### src/rtl/reg_file_param.sv
// reg_file_param: parametrised MIPS-style register file with two async read
// ports, one sync write port, hard-wired zero register, bypass and clear sweep.
module reg_file_param #(
  parameter int DATA_W    = 32,
  parameter int ADDR_W    = 5,
  parameter int NUM_REGS  = 32,
  parameter int BYPASS    = 1,
  parameter int CHECK_IDX = 1
) (
  input  logic              CLK,
  input  logic              RST,
  input  logic [ADDR_W-1:0] rs,
  input  logic [ADDR_W-1:0] rt,
  input  logic [ADDR_W-1:0] rd,
  input  logic [DATA_W-1:0] in_data,
  input  logic              RegWrite,
  input  logic              clear_req,
  output logic [DATA_W-1:0] out_data1,
  output logic [DATA_W-1:0] out_data2,
  output logic [DATA_W-1:0] check,
  output logic              busy,
  output logic              clr_done
);

  typedef enum logic {
    IDLE,
    SWEEP
  } state_e;

  localparam int IW = (NUM_REGS > 1) ? $clog2(NUM_REGS) : 1;
  localparam logic [ADDR_W-1:0] LAST  = ADDR_W'(NUM_REGS - 1);
  localparam logic [ADDR_W-1:0] FIRST = ADDR_W'(1);

  logic [DATA_W-1:0] regs_q [NUM_REGS];
  state_e            state_q;
  logic [ADDR_W-1:0] ptr_q;
  logic [ADDR_W-1:0] ptr_d;
  logic              busy_q;
  logic              clr_done_q;

  logic              rd_ok;
  logic              wr_en;
  logic              sweep;
  logic [ADDR_W-1:0] raddr [2];
  logic [DATA_W-1:0] rdata [2];

  assign sweep = (state_q == SWEEP);
  assign rd_ok = (rd != '0) && (int'(rd) < NUM_REGS);
  assign wr_en = RegWrite && rd_ok && !sweep;
  assign ptr_d = ptr_q + 1'b1;

  assign raddr[0] = rs;
  assign raddr[1] = rt;

  // Register 0 and out-of-range addresses never reach the array or bypass.
  always_comb begin
    for (int p = 0; p < 2; p++) begin
      rdata[p] = '0;
      if (raddr[p] != '0 && int'(raddr[p]) < NUM_REGS) begin
        rdata[p] = regs_q[raddr[p][IW-1:0]];
        if (BYPASS != 0 && wr_en && rd == raddr[p]) begin
          rdata[p] = in_data;
        end
      end
    end
  end

  assign out_data1 = rdata[0];
  assign out_data2 = rdata[1];
  assign check     = regs_q[CHECK_IDX];
  assign busy      = busy_q;
  assign clr_done  = clr_done_q;

  always_ff @(posedge CLK or posedge RST) begin
    if (RST) begin
      for (int i = 0; i < NUM_REGS; i++) begin
        regs_q[i] <= '0;
      end
    end else if (sweep) begin
      regs_q[ptr_q[IW-1:0]] <= '0;
    end else if (wr_en) begin
      regs_q[rd[IW-1:0]] <= in_data;
    end
  end

  // clr_done is raised on the edge that makes the last sweep cycle current.
  always_ff @(posedge CLK or posedge RST) begin
    if (RST) begin
      state_q    <= IDLE;
      ptr_q      <= FIRST;
      busy_q     <= 1'b0;
      clr_done_q <= 1'b0;
    end else begin
      unique case (state_q)
        IDLE: begin
          if (clear_req) begin
            state_q    <= SWEEP;
            ptr_q      <= FIRST;
            busy_q     <= 1'b1;
            clr_done_q <= (FIRST == LAST);
          end
        end
        SWEEP: begin
          if (ptr_q == LAST) begin
            state_q    <= IDLE;
            ptr_q      <= FIRST;
            busy_q     <= 1'b0;
            clr_done_q <= 1'b0;
          end else begin
            ptr_q      <= ptr_d;
            clr_done_q <= (ptr_d == LAST);
          end
        end
        default: begin
          state_q    <= IDLE;
          ptr_q      <= FIRST;
          busy_q     <= 1'b0;
          clr_done_q <= 1'b0;
        end
      endcase
    end
  end

endmodule

### config.mk
export PLATFORM = sky130hd
export DESIGN_NAME = reg_file_param
export DESIGN_NICKNAME = d
export VERILOG_FILES = /design/src/rtl/reg_file_param.sv
export SDC_FILE = /design/constraint.sdc
export NUM_CORES = 2
export LEC_CHECK = 0
export BUFFER_PORTS_ARGS = -buffer_cell sky130_fd_sc_hd__buf_4
export CAP_MARGIN = 20
export CORE_ASPECT_RATIO = 0.9
export CORE_MARGIN = 4
export CORE_UTILIZATION = 61
export CTS_CLUSTER_DIAMETER = 80
export DETAILED_ROUTE_END_ITERATION = 16
export PLACE_DENSITY = 0.78
export SETUP_SLACK_MARGIN = 0.3
export SLEW_MARGIN = 20
export SYNTH_ARGS = -nofsm -noshare
export SYNTH_HDL_FRONTEND = slang
export SYNTH_SLANG_ARGS = --single-unit
### constraint.sdc
create_clock -name CLK -period 48.2 [get_ports CLK]
set_clock_uncertainty 0.2 [all_clocks]
set_input_delay 2.41 -clock CLK [delete_from_list [all_inputs] [get_ports CLK]]
set_output_delay 2.41 -clock CLK [all_outputs]
set_load 0.02 [all_outputs]
==> impl_metrics.yaml <==
power:
  power_density_nw_per_um2: 43.4
  ir_drop_mv: 0.0326
  power_leakage_uw: 0.0265
global_route:
  met1_usage: 0.544
  grt_antenna_before_repair: 13
  grt_max_degree: 188
  grtUsageMet3: 0.211
  grt-ovfl-total: 0
  grt_first_pass_wirelength_um: 285000
  use_met2: 0.550
  top_usage_layer: "met2"
  grt_pass1_vias: 42766
  track_usage: 0.409
clock_tree:
  cts_resized: 0
  postCtsHoldBufs: 0
  tritoncts: "yes"
  cts_buffer_depth: 3
  cts_root_buf: "clkbuf_16"
  insertion_delay_ns: 0.71
  cts_buffers: 107
  cts.sinks: 1032
  path_clk_slew_ns: 0.06
  h-tree-depth: 3
  cts_setup_buffers: 0
drt:
  via_count: 42887
  remaining_drc_errors: 0
  routed_wl_um: 193000
  vias_per_cell: 8.38
  wl_per_cell_um: 37.8
  drt_iter0_drc: 7222
  firstDrtPassIters: 6
  ant_nets: 0
synthesis:
  yosys.area.top_type: "dfrtp_1"
  synth_edf_count: 0
  postSynthAreaPerCell_um2: 13.3
  synth_nets: 4137
  ys_ff_latch: 1032
  yosysSeqAreaShare: 0.476
  syn-instance-count: 4080
  synth_area_um2: 54300
  synthTopCellsByArea: "dfrtp_1 48%, a22o_1 17%, mux4_2 16%"
  synth.top_cell.area_share: 0.475
  yosysUniqueCellTypes: 62
  yosysWarnings: 0
  ys.flop_type: "dfrtp_1"
  async_flop_share: 1.00
status:
  status: "completed"
critical_path:
  path_cells: "buf_8 -> buf_4 -> buf_4 -> buf_4 -> mux2i_1 -> a22o_1 -> nor4_1 -> o311a_1 -> buf_4"
  end_kind: "output pin"
  critPathBufInv: 5
  arrival_ns: 7.17
  crit_path_frequent_cell: "buf_4"
  cp.required_ns: 45.59
  worstPathMaxFanout: 79
  setup.worst_path.start_class: "input port"
  crit_family: "buffers and inverters"
  cpPeakStageDelay_ns: 1.01
  crit_type: "input port to output pin"
  crit_slowest_cell: "nor4_1"
sta:
  post-route-period-util: 0.203
  period_minus_slack_ns: 9.78
  grt_setup_unrepaired: "no"
  finalSetupViolCount: 0
  hold_viol: 0
  slew_headroom: 0.149
  fmax_mhz: 102
  worst_pin_slew_ns: 1.27
  setup-tns-final_ns: 0
  maxSlewViolCount: 0
  hold_ws_ns: 0.314
flow_run:
  cap_viol_max_count: 0
hold_path:
  min_path_type: "flop to flop"
floorplan:
  start_util: 0.617
  num_rows: 103
  dieHeight_um: 291
  ios: 149
  dieArea_um2: 93900
  die_w_um: 323
  coreArea_um2: 88000
placement:
  gp_congestion: 0.883
  dpl.hpwl_um: 105000
  portBuffers: 148
finish:
  syn_to_final_growth_pct: 9.34
  drive_gt1_frac: 0.249
  fillerInstances: 6003
  nNetsFinal: 3918
==> path summary, 6_finish.rpt <==
kind / depth (start not counted) / endpoint / slack [ns] / from
min in group asynchronous: 2 / regs_q[917]$_DFFE_PP0P_ / 1.71 / RST
worst min-delay path: 1 / regs_q[1010]$_DFFE_PP0P_ / 0.31 / regs_q[1010]$_DFFE_PP0P_
worst max register to register: 7 / regs_q[807]$_DFFE_PP0P_ / 44.92 / state_q$_DFF_PP0_
worst min register to register: 1 / regs_q[1010]$_DFFE_PP0P_ / 0.31 / regs_q[1010]$_DFFE_PP0P_
worst max-delay path: 9 / out_data1[7] / 38.42 / rs[0]
max in group asynchronous: 5 / regs_q[733]$_DFFE_PP0P_ / 43.10 / RST
==> layout make-up <==
type                    instances  area (um2)  area share
diodes                         12        30.0    0.000506
clock buffers                 141        2970      0.0499
clock inverters                59         898      0.0151
inverters                      10        45.0    0.000759
multi-input cells            2447       26100       0.440
flip-flops and latches       1032       25800       0.435
well taps                    1155        1450      0.0243
repair buffers                263        2050      0.0346
==> logic make-up after synthesis <==
family | Yosys count | synth area share
AOI/OAI and AO/OA | 1449 | 0.224
DFF | 1032 | 0.476
muxes | 643 | 0.208
buffers and inverters | 601 | 0.0542
and+or+nand+nor | 337 | 0.0349
xor gates and xnor gates | 12 | 0.00194
adders and majority gates | 6 | 0.00138
==> metrics by stage <==
step	instance area (um2)	util	power, uW	cells	setup WS (ns)
global route	59400	0.674	2640	5109	38.22
CTS	59300	0.674	2550	5106	38.68
finish	59400	0.675	2580	5119	38.42
floorplan	54300	-	1470	4080	16.55
global placement	55400	0.630	1630	4906	38.67
detailed placement	55400	0.630	1650	4906	38.65
==> synthesized netlist by cell type, types with 32 or more instances <==
library cell	instances
o211ai_1	65
mux2i_1	198
a22oi_1	32
mux4_2	382
and2_1	38
or3_1	64
nor2_1	118
dfrtp_1	1031
o31ai_1	32
clkbuf_1	306
mux2_2	63
a221oi_1	34
a22o_1	1025
buf_1	41
buf_2	144
buf_4	69
a31oi_1	32
o22ai_1	93
==> placed cells by master, fill, tap and decap left out, drive strengths merged, types with 38 or more instances in the layout <==
cell    instances
mux2           63
buf           263
dfrtp        1031
or3            67
nor2          127
clkbuf        141
o211ai         65
mux4          382
a22o         1025
o22ai          93
and2           38
mux2i         198
==> layer usage <==
layer | vias up | share of wire
met3 | 891 | 0.18
li1 | 16006 | -
met5 | - | 0.0021
met4 | 14 | 0.059
met1 | 21761 | 0.35
met2 | 4215 | 0.41
==> state kept, by name (all words and copies together), names as in the netlist <==
name and flops:
regs_q 992, check 32, ptr_q 5, busy 1
clr_done 1, state_q 1
==> report_power, final <==
group / internal [uW] / switching, uW / total [uW]
combinational: 252 / 304 / 555
sequential: 993 / 113 / 1110
clock: 542 / 372 / 914
Note: power is estimated with default switching activity, not from simulation.
